### config.mk
export PLATFORM = sky130hd
export DESIGN_NAME = router_fifo_flat
export DESIGN_NICKNAME = d
export VERILOG_FILES = /design/src/rtl/router_pkg.sv /design/src/rtl/router_fifo_if.sv /design/src/rtl/router_fifo.sv /design/src/flat_wrapper.sv
export SDC_FILE = /design/constraint.sdc
export NUM_CORES = 1
export LEC_CHECK = 0
export BUFFER_PORTS_ARGS = -buffer_cell sky130_fd_sc_hd__buf_2
export CAP_MARGIN = 20
export CELL_PAD_IN_SITES_DETAIL_PLACEMENT = 0
export CELL_PAD_IN_SITES_GLOBAL_PLACEMENT = 1
export CORE_MARGIN = 2
export CORE_UTILIZATION = 53
export DETAILED_ROUTE_END_ITERATION = 7
export GPL_TIMING_DRIVEN = 0
export HOLD_SLACK_MARGIN = 0.05
export PLACE_DENSITY = 0.88
export SLEW_MARGIN = 20
export SYNTH_ARGS = -nofsm -noshare
export SYNTH_HDL_FRONTEND = slang
export SYNTH_SLANG_ARGS = --single-unit
### constraint.sdc
create_clock -name clock -period 3.7 [get_ports clock]
set_input_delay 0.185 -clock clock [delete_from_list [all_inputs] [get_ports clock]]
set_output_delay 0.185 -clock clock [all_outputs]
set_load 0.01 [all_outputs]
### src/rtl/router_pkg.sv
`default_nettype none
// +--------------------------------------------------------------------------+
// | router_pkg : shared constants for the 1x3 router datapath and its FIFOs   |
// | Rev 1.0                                                                  |
// +--------------------------------------------------------------------------+
package router_pkg;

   localparam int DATA_W     = 8;
   localparam int FIFO_DEPTH = 16;
   localparam int FIFO_PTR_W = 4;

   // Header byte layout: [7:2] payload length, [1:0] destination address
   localparam int HDR_LEN_MSB  = 7;
   localparam int HDR_LEN_LSB  = 2;
   localparam int HDR_ADDR_MSB = 1;
   localparam int HDR_ADDR_LSB = 0;

   localparam logic [DATA_W-1:0] IDLE_DATA = 8'h00;

endpackage
`default_nettype wire

### src/rtl/router_fifo_if.sv
`default_nettype none
// +--------------------------------------------------------------------------+
// | router_fifo_if : write/read strobes, data and status of one output FIFO   |
// | Rev 1.0                                                                  |
// +--------------------------------------------------------------------------+
interface router_fifo_if #(
   parameter int DATA_W = router_pkg::DATA_W
);

   logic              soft_reset;
   logic              write_enb;
   logic              read_enb;
   logic              lfd_state;
   logic [DATA_W-1:0] data_in;
   logic [DATA_W-1:0] data_out;
   logic              full;
   logic              empty;
   logic              pkt_busy;

   modport master (
      output soft_reset, write_enb, read_enb, lfd_state, data_in,
      input  data_out, full, empty, pkt_busy
   );

   modport slave (
      input  soft_reset, write_enb, read_enb, lfd_state, data_in,
      output data_out, full, empty, pkt_busy
   );

endinterface
`default_nettype wire

### src/rtl/router_fifo.sv
`default_nettype none
// +--------------------------------------------------------------------------+
// | router_fifo : per-destination output FIFO with header tag and packet     |
// |               byte counter. Rev 1.0                                      |
// +--------------------------------------------------------------------------+
module router_fifo #(
   parameter int DATA_W = router_pkg::DATA_W,
   parameter int DEPTH  = router_pkg::FIFO_DEPTH,
   parameter int PTR_W  = router_pkg::FIFO_PTR_W
) (
   input  wire           clock,
   input  wire           resetn,
   router_fifo_if.slave  bus
);

   import router_pkg::*;

   localparam int c_ENTRY_W = DATA_W + 1;
   localparam int c_CNT_W   = 7;
   localparam int c_LEN_W   = HDR_LEN_MSB - HDR_LEN_LSB + 1;

   logic [c_ENTRY_W-1:0] r_mem [DEPTH];
   logic [PTR_W:0]       r_wr_ptr;
   logic [PTR_W:0]       r_rd_ptr;
   logic [c_CNT_W-1:0]   r_count;
   logic                 r_lfd_d;
   logic [DATA_W-1:0]    r_data_out;

   logic                 w_full;
   logic                 w_empty;
   logic                 w_do_write;
   logic                 w_do_read;
   logic [c_ENTRY_W-1:0] w_rd_entry;
   logic [c_LEN_W-1:0]   w_hdr_len;

   assign w_full     = (r_wr_ptr[PTR_W] != r_rd_ptr[PTR_W]) &&
                       (r_wr_ptr[PTR_W-1:0] == r_rd_ptr[PTR_W-1:0]);
   assign w_empty    = (r_wr_ptr == r_rd_ptr);
   assign w_do_write = bus.write_enb & ~w_full  & ~bus.soft_reset;
   assign w_do_read  = bus.read_enb  & ~w_empty & ~bus.soft_reset;
   assign w_rd_entry = r_mem[r_rd_ptr[PTR_W-1:0]];
   assign w_hdr_len  = w_rd_entry[HDR_LEN_MSB:HDR_LEN_LSB];

   // Storage is deliberately not reset; the empty flag guards every read.
   always_ff @(posedge clock) begin
      if (w_do_write) begin
         r_mem[r_wr_ptr[PTR_W-1:0]] <= {r_lfd_d, bus.data_in};
      end
   end

   always_ff @(posedge clock or negedge resetn) begin
      if (!resetn) begin
         r_wr_ptr   <= '0;
         r_rd_ptr   <= '0;
         r_count    <= '0;
         r_lfd_d    <= 1'b0;
         r_data_out <= DATA_W'(IDLE_DATA);
      end else begin
         // The register stage lags the FSM by a cycle, so the tag is delayed to match.
         r_lfd_d <= bus.lfd_state;
         if (bus.soft_reset) begin
            r_wr_ptr   <= '0;
            r_rd_ptr   <= '0;
            r_count    <= '0;
            r_data_out <= DATA_W'(IDLE_DATA);
         end else begin
            if (w_do_write) begin
               r_wr_ptr <= r_wr_ptr + (PTR_W+1)'(1);
            end
            if (w_do_read) begin
               r_rd_ptr   <= r_rd_ptr + (PTR_W+1)'(1);
               r_data_out <= w_rd_entry[DATA_W-1:0];
               if (w_rd_entry[DATA_W]) begin
                  // Payload length plus the trailing parity byte
                  r_count <= c_CNT_W'(w_hdr_len) + c_CNT_W'(1);
               end else if (r_count != '0) begin
                  r_count <= r_count - c_CNT_W'(1);
               end
            end else if ((r_count == '0) && w_empty && !bus.read_enb) begin
               r_data_out <= DATA_W'(IDLE_DATA);
            end
         end
      end
   end

   assign bus.data_out = r_data_out;
   assign bus.full     = w_full;
   assign bus.empty    = w_empty;
   assign bus.pkt_busy = (r_count != '0);

endmodule
`default_nettype wire

### src/flat_wrapper.sv
// flat-port wrapper written by rule: the top's interface ports become plain ports
module router_fifo_flat import router_pkg::*;
#(
   parameter int DATA_W = router_pkg::DATA_W,
   parameter int DEPTH  = router_pkg::FIFO_DEPTH,
   parameter int PTR_W  = router_pkg::FIFO_PTR_W
)
  (clock, resetn, bus_soft_reset, bus_write_enb, bus_read_enb, bus_lfd_state, bus_data_in, bus_data_out, bus_full, bus_empty, bus_pkt_busy);
  router_fifo_if #(.DATA_W(DATA_W)) bus_i ();
  input  wire clock;
  input  wire resetn;
  input wire logic [$bits(bus_i.soft_reset)-1:0] bus_soft_reset;
  input wire logic [$bits(bus_i.write_enb)-1:0] bus_write_enb;
  input wire logic [$bits(bus_i.read_enb)-1:0] bus_read_enb;
  input wire logic [$bits(bus_i.lfd_state)-1:0] bus_lfd_state;
  input wire logic [$bits(bus_i.data_in)-1:0] bus_data_in;
  output wire logic [$bits(bus_i.data_out)-1:0] bus_data_out;
  output wire logic [$bits(bus_i.full)-1:0] bus_full;
  output wire logic [$bits(bus_i.empty)-1:0] bus_empty;
  output wire logic [$bits(bus_i.pkt_busy)-1:0] bus_pkt_busy;
  assign bus_i.soft_reset = bus_soft_reset;
  assign bus_i.write_enb = bus_write_enb;
  assign bus_i.read_enb = bus_read_enb;
  assign bus_i.lfd_state = bus_lfd_state;
  assign bus_i.data_in = bus_data_in;
  assign bus_data_out = bus_i.data_out;
  assign bus_full = bus_i.full;
  assign bus_empty = bus_i.empty;
  assign bus_pkt_busy = bus_i.pkt_busy;
  router_fifo #(.DATA_W(DATA_W), .DEPTH(DEPTH), .PTR_W(PTR_W)) u_core (.clock(clock), .resetn(resetn), .bus(bus_i));
endmodule
==> reports/metrics.csv, run 1 <==
stage,metric,value,unit
outcome,status,completed,
yosys,asr flop ratio synth,15.3,%
hold_path,Hold Startpoint,bus_data_in[1],
clock_network,CTS root buffer,clkbuf_16,
clock_network,post-CTS sizing,0,
final_layout,Layout area overhead,14.2,%
detailed_routing,initial DRC count,359,
die,Die W,119,µm
critical_path,"Max stage delay cell, worst path",a221oi_1,
pwr,register share of total power,46.3,%
detailed_routing,DRC viols,0,
sta,Worst Skew,0.00951,ns
clock_network,post-CTS setup buffers,0,
critical_path,FF-to-FF End,u_core.r_count[5],
pwr,total power,4.70,mW
critical_path,CP max stage delay,0.77,ns
sta,Worst-Margin Slew,0.975,ns
clock_network,clock transition at the registers of the reported paths,0.07,ns
yosys,synthesis-stage register bit count,170,
hold_path,Hold Crit Class,in2reg,
critical_path,Top Family by Delay on Critical Path,compound AO/OA/AOI/OAI gates,
final_layout,"commonest non-fill, non-tap cell in the layout",edfxtp_1,
final_layout,final core utilization,61.2,%
detailed_routing,via count,3768,
final_layout,layout cells sized above 1,26.1,%
sta,max frequency,311,MHz
sta,relative slew slack,35.0,%
yosys,number of flops mapped to enable cells by yosys,144,
final_layout,Layout Cells excl Fill,632,
die,std cell rows,42,
pwr,clock share of power,36.0,%
critical_path,reg2reg path depth,8,
critical_path,Crit path buffers/inverters,2,
die,core area,13100,µm²
critical_path,Setup CP Type,reg2reg,
sta,RSZ-0062 raised after global routing,false,
placed_design,placer congestion estimate,0.841,
critical_path,Worst EP required,4.00,ns
global_route,initial antenna violation count,0,
clock_network,clk buf depth,2,
yosys,Unique masters post-synth,45,
die,chip height,119,µm
critical_path,"critical path, cell by cell","buf_2, buf_1, mux4_2, a22o_1, a221oi_1, a21oi_1, o221ai_1, o22ai_1",
global_route,GR Overflow Total,0,
clock_network,Worst-Skew Late Latency,0.43,ns
critical_path,R2R Path Start,u_core.r_rd_ptr[1],
clock_network,cts-stage hold buffer count,2,
pwr,Lkg Pwr,2.73,nW
global_route,first-pass GRT wire length,22100,µm
clock_network,cts bufs inserted,17,
placed_design,pre-CTS setup slack,0.521,ns
placed_design,Final HPWL DP,9370,µm
placed_design,Buffers on Ports,23,
final_layout,Reg area,4970,µm²
pwr,Switching Power,1.21,mW
final_layout,final-stage net count,465,
sta,Final min period,3.22,ns
pwr,Worst VDD drop,0.000379,V
detailed_routing,remaining antenna violation count,0,
yosys,post-synthesis cell count,392,
clock_network,clock sink total,170,
detailed_routing,First-pass DRT Iterations,5,
sta,Tcrit/Tclk final,87.0,%
yosys,syn avg cell area,17.9,µm²
detailed_routing,via/cell ratio,5.96,
placed_design,placed cells,599,
final_layout,ANT cells,0,
pwr,Pint,3.49,mW
pwr,fraction of power spent switching nets,25.7,%
critical_path,Worst Setup Start Kind,register,
sta,Final WS setup,0.483,ns
critical_path,Critical Path AT,3.52,ns
yosys,top_reg_cell synth,edfxtp_1,
sta,fin. max-slew vios,0,
hold_path,Hold Path Depth,1,
die,Die ar.,14200,µm²
sta,setup TNS,0,ns
yosys,Netlist Area Pre-Place,7010,µm²
global_route,vias in the first global route,3761,
final_layout,area occupied by multi-input gates,1940,µm²
die,Ports,25,
die,initial core utilization,53.6,%
pwr,total power divided by cell area,587,nW/µm²
run,Max-Cap Viols,0,
critical_path,reg2reg setup slack,0.48,ns
critical_path,Crit Path Max Fanout,10,
global_route,Overall Global Routing Usage,21.9,%
yosys,Syn Nets,413,
global_route,largest net degree at the start of global routing,27,
yosys,post-synthesis sequential area ratio,71.0,%
detailed_routing,Wirelength per Cell,23.0,µm
final_layout,most frequent cells in the layout,"144 x edfxtp_1, 39 x mux4_2, 35 x buf_2",
yosys,Yosys warning total,0,
hold_path,Hold EP,u_core.r_mem[6][1],
sta,endpoints failing hold,0,
final_layout,Fill cells,908,
clock_network,CTS tree,built,
critical_path,Crit. End Element,register,
pwr,combinational fraction of design power,17.7,%
detailed_routing,WL final,14500,µm
clock_network,H-tree levels,4,
sta,final number of setup-violating endpoints,0,
worst max path at each step:
stage	from	to	cells after the start
3_5_place_dp	u_core.r_rd_ptr[1]	u_core.r_count[5]	8
4_1_cts	u_core.r_rd_ptr[1]	u_core.r_count[5]	8
6_report	u_core.r_rd_ptr[1]	u_core.r_count[5]	8
5_1_grt	u_core.r_rd_ptr[1]	u_core.r_count[5]	8
2_1_floorplan	u_core.r_rd_ptr[0]	u_core.r_mem[15][0]	7
3_3_place_gp	u_core.r_rd_ptr[0]	u_core.r_mem[15][4]	7
synthesized netlist by cell type (2+ instances only):
| library cell | number | share of area, % |
|---|---|---|
| o21a_1 | 3 | 0.32 |
| nor4_1 | 6 | 0.54 |
| buf_1 | 2 | 0.11 |
| buf_4 | 2 | 0.21 |
| clkbuf_1 | 8 | 0.43 |
| edfxtp_1 | 144 | 62 |
| xnor2_1 | 12 | 1.5 |
| a21oi_1 | 7 | 0.50 |
| or4_1 | 2 | 0.21 |
| nor2b_1 | 3 | 0.27 |
| a22o_1 | 8 | 1.0 |
| nor3_1 | 6 | 0.43 |
| a22oi_1 | 9 | 0.96 |
| nand3_1 | 4 | 0.29 |
| nor2_1 | 25 | 1.3 |
| dfrtp_1 | 26 | 9.3 |
| mux2i_1 | 2 | 0.29 |
| a221oi_1 | 2 | 0.25 |
| nand4_1 | 4 | 0.36 |
| inv_1 | 9 | 0.48 |
| xor2_1 | 6 | 0.75 |
| ha_1 | 7 | 1.2 |
| nand2_1 | 13 | 0.70 |
| and2_1 | 9 | 0.80 |
| buf_2 | 6 | 0.43 |
| o21ai_0 | 10 | 0.71 |
| mux4_2 | 39 | 13 |
cell type report:
cell class / count / share of cell area, %
flip-flops and latches: 170 / 62.1
multi-input cells: 193 / 24.2
clock buffers: 21 / 5.50
well taps: 176 / 2.75
repair buffers: 33 / 2.25
clock inverters: 10 / 1.50
plain buffers: 19 / 1.17
inverters: 10 / 0.469
per-stage QoR:
stage / instance area (µm²) / hold slack [ns]
after floorplan: 7010 / -0.111
after global placement: 7350 / 0.213
after detailed placement: 7430 / 0.230
after CTS: 8010 / 0.117
after global routing: 8010 / 0.129
final: 8010 / 0.130
registers in the layout, summed over array words and instances, names as in the netlist:
name,cells
u_core.r_mem,144
u_core.bus.data_out,8
u_core.r_rd_ptr,5
u_core.r_count,7
u_core.r_lfd_d,1
u_core.r_wr_ptr,5
per-layer routing:
| metal | global-route usage (%) | wire [µm] |
|---|---|---|
| met3 | 5.80 | 1040 |
| met4 | 7.44 | 257 |
| met2 | 35.5 | 7340 |
| met1 | 29.2 | 5890 |
| met5 | 0 | 0 |
logic make-up after synthesis:
family / after synthesis / synth area share [%]
flip-flops: 170 / 71.0
adder cells (fa/ha/maj): 7 / 1.25
AO/OA/AOI/OAI: 46 / 4.55
XOR/XNOR: 18 / 2.25
multiplexers: 42 / 13.2
buffers and inverters: 29 / 1.87
AND/OR/NAND/NOR: 80 / 5.93
worst reg2reg max path, cell delays in order (launching register included):
cell	delay, ns
dfrtp_1	0.42
buf_2	0.30
buf_1	0.51
mux4_2	0.41
a22o_1	0.21
a221oi_1	0.77
a21oi_1	0.16
o221ai_1	0.21
o22ai_1	0.09
power by group through the flow:
stage               registers (mW)  logic (mW)  clock network (mW)
finish                        2.18       0.835                1.69
global route                  2.18       0.910                1.78
CTS                           2.18       0.839                1.70
detailed placement            2.22       0.827                   0
global placement              2.21       0.810                   0
floorplan                     2.21       0.611                   0
(Power assumes the default switching activity.)
==> inputs of run 2 (changes only) <==
- SETUP_SLACK_MARGIN: not set -> 0.1
- clock period: 3.7 -> 3.1 ns (I/O delays scaled with it)
==> run 2 against run 1 <==
  * Worst setup slack worse by 0.29 ns
  * Cell area up 0.86%
  * Via count up 0.90%
  * Largest cell class unchanged
  * Sequential share of layout area down 0.53 points
  * Total power up 20%
  * Clock-buffer cell count unchanged
  * Clock power up 20%
  * Sequential power up 19%
  * Global-route usage about the same
  * Utilization up 0.53 points
  * Worst hold slack worse by 0.033 ns
  * Cell count up 0.16%
==> reports/metrics.csv, run 2 (synthesized netlist as in run 1, its figures left out) <==
stage,metric,value,unit,change
die,chip height,119,µm,unchanged
sta,final number of setup-violating endpoints,0,,unchanged
pwr,total power divided by cell area,696,nW/µm²,+19%
die,Ports,25,,unchanged
clock_network,H-tree levels,4,,unchanged
placed_design,Buffers on Ports,23,,unchanged
final_layout,"commonest non-fill, non-tap cell in the layout",edfxtp_1,,
die,Die ar.,14200,µm²,unchanged
final_layout,most frequent cells in the layout,"144 x edfxtp_1, 39 x mux4_2, 36 x buf_2",,
global_route,Overall Global Routing Usage,22.0,%,+0.042 points
clock_network,CTS tree,built,,
detailed_routing,via/cell ratio,6.01,,+0.74%
detailed_routing,WL final,14700,µm,+1.2%
global_route,largest net degree at the start of global routing,27,,unchanged
die,initial core utilization,53.6,%,unchanged
clock_network,clock sink total,170,,unchanged
global_route,first-pass GRT wire length,22100,µm,+0.15%
sta,worst hold slack,0.0967,ns,-0.0331 ns
final_layout,ANT cells,0,,unchanged
final_layout,layout cells sized above 1,29.3,%,+3.2 points
clock_network,Worst-Skew Late Latency,0.43,ns,about the same
detailed_routing,initial DRC count,337,,-6.1%
sta,max frequency,344,MHz,+11%
die,core area,13100,µm²,unchanged
critical_path,CP max stage delay,0.46,ns,-0.31 ns
final_layout,Largest register FFs,144,,unchanged
global_route,initial antenna violation count,0,,unchanged
sta,fin. max-slew vios,0,,unchanged
critical_path,Crit path buffers/inverters,3,,+1
outcome,status,completed,,
sta,Worst Skew,0.0109,ns,+0.00138 ns
clock_network,cts bufs inserted,17,,unchanged
critical_path,Crit Path Max Fanout,10,,unchanged
global_route,GR Overflow Total,0,,unchanged
sta,Tcrit/Tclk final,93.7,%,+6.7 points
placed_design,Final HPWL DP,9370,µm,unchanged
final_layout,Reg area,4970,µm²,unchanged
clock_network,clock transition at the registers of the reported paths,0.06,ns,about the same
detailed_routing,DRC viols,0,,unchanged
die,Die W,119,µm,unchanged
placed_design,post-place instance area,7430,µm²,unchanged
detailed_routing,remaining antenna violation count,0,,unchanged
sta,RSZ-0062 raised after global routing,false,,
final_layout,Layout area overhead,15.2,%,
sta,Final min period,2.90,ns,-0.313 ns
clock_network,clk buf depth,2,,unchanged
run,Max-Cap Viols,0,,unchanged
critical_path,"Max stage delay cell, worst path",dfrtp_1,,
pwr,Lkg Pwr,2.76,nW,+1.2%
sta,relative slew slack,52.0,%,+17 points
sta,Worst-Margin Slew,0.720,ns,-0.255 ns
final_layout,final-stage net count,466,,+0.22%
critical_path,Crit. End Element,register,,
critical_path,"critical path, cell by cell","buf_6, buf_4, xnor2_1, nand4_1, o21ai_1, buf_2, nor3_1, nand2_2, nor2_4",,
detailed_routing,via count,3802,,+0.90%
die,std cell rows,42,,unchanged
global_route,vias in the first global route,3757,,-0.11%
sta,endpoints failing hold,0,,unchanged
pwr,Worst VDD drop,0.000448,V,+18%
detailed_routing,Wirelength per Cell,23.2,µm,+1.1%
critical_path,Worst EP required,3.17,ns,-0.83 ns
placed_design,placer congestion estimate,0.841,,unchanged
final_layout,final instance area,8080,µm²,+0.86%
final_layout,area occupied by multi-input gates,1980,µm²,+2.3%
critical_path,Setup CP Type,reg2reg,,
critical_path,Top Family by Delay on Critical Path,simple AND/OR/NAND/NOR gates,,
final_layout,Fill cells,900,,-0.88%
clock_network,CTS root buffer,clkbuf_16,,
critical_path,Critical Path AT,2.98,ns,-0.54 ns
detailed_routing,First-pass DRT Iterations,5,,unchanged
critical_path,Worst Setup Start Kind,register,,
hold_path,Hold Crit Class,in2reg,,
[run 2: cell types whose count changed in the layout (fill, tap and decap cells not counted), moves of 2 or more]
cell	change
and2_1	-8
clkbuf_2	+2
nor2_2	-4
and2_2	+8
buf_1	-2
nor2_4	+4
[run 2: worst paths after layout]
kind	from	cells past startpoint	end	slack (ns)
hold / removal	bus_data_in[0]	1	u_core.r_mem[9][0]	0.1
setup reg to reg	u_core.r_rd_ptr[0]	9	u_core.r_mem[11][4]	0.20
max in group asynchronous	resetn	2	u_core.bus.data_out[4]	2.42
setup / recovery	u_core.r_rd_ptr[0]	9	u_core.r_mem[11][4]	0.20
hold reg to reg	u_core.bus.data_out[6]	2	u_core.bus.data_out[6]	0.48
min in group asynchronous	resetn	2	u_core.r_count[2]	0.26
[run 2: through the flow]
| step | setup slack (ns) | utilization, % | instances | setup TNS, ns | total power [mW] |
|---|---|---|---|---|---|
| final | 0.196 | 61.7 | 633 | 0 | 5.62 |
| after global routing | 0.0132 | 61.7 | 633 | 0 | 5.82 |
| after CTS | 0.0542 | 61.3 | 632 | 0 | 5.64 |
| after detailed placement | -0.0789 | 56.8 | 599 | -0.0884 | 3.63 |
| after global placement | -1.12 | 56.1 | 591 | -44.17 | 3.60 |
| after floorplan | 0.331 | - | 392 | 0 | 3.37 |
[run 2: layer usage]
metal	vias up	GRT usage, %	wire length (µm)
met5	-	0	0
met4	0	7.44	272
met3	23	5.70	991
met2	153	35.6	7250
met1	1951	29.3	6180
li1	1675	-	-
[run 2: final cells by class]
type	count	area share, %
Multi-Input combinational cell	193	24.6
Tap cell	176	2.73
Sequential cell	170	61.6
Clock buffer	21	5.45
Clock inverter	10	1.49
Inverter	10	0.465
Buffer	19	1.21
Timing Repair Buffer	34	2.48
[run 2: repair_timing]
item,CTS,global route
setup buffers,0,1
pin swaps,0,1
resized for setup,6,14
hold buffers,2,0
endpoints found under the setup margin,78,110
hold endpoints to repair,27,0
[run 2: where the power goes]
part	total [mW]	internal (mW)	switching, mW
Sequential	2.60	2.54	0.0553
Clock	2.02	1.18	0.837
Combinational	1.01	0.446	0.560
Total	5.62	4.17	1.45
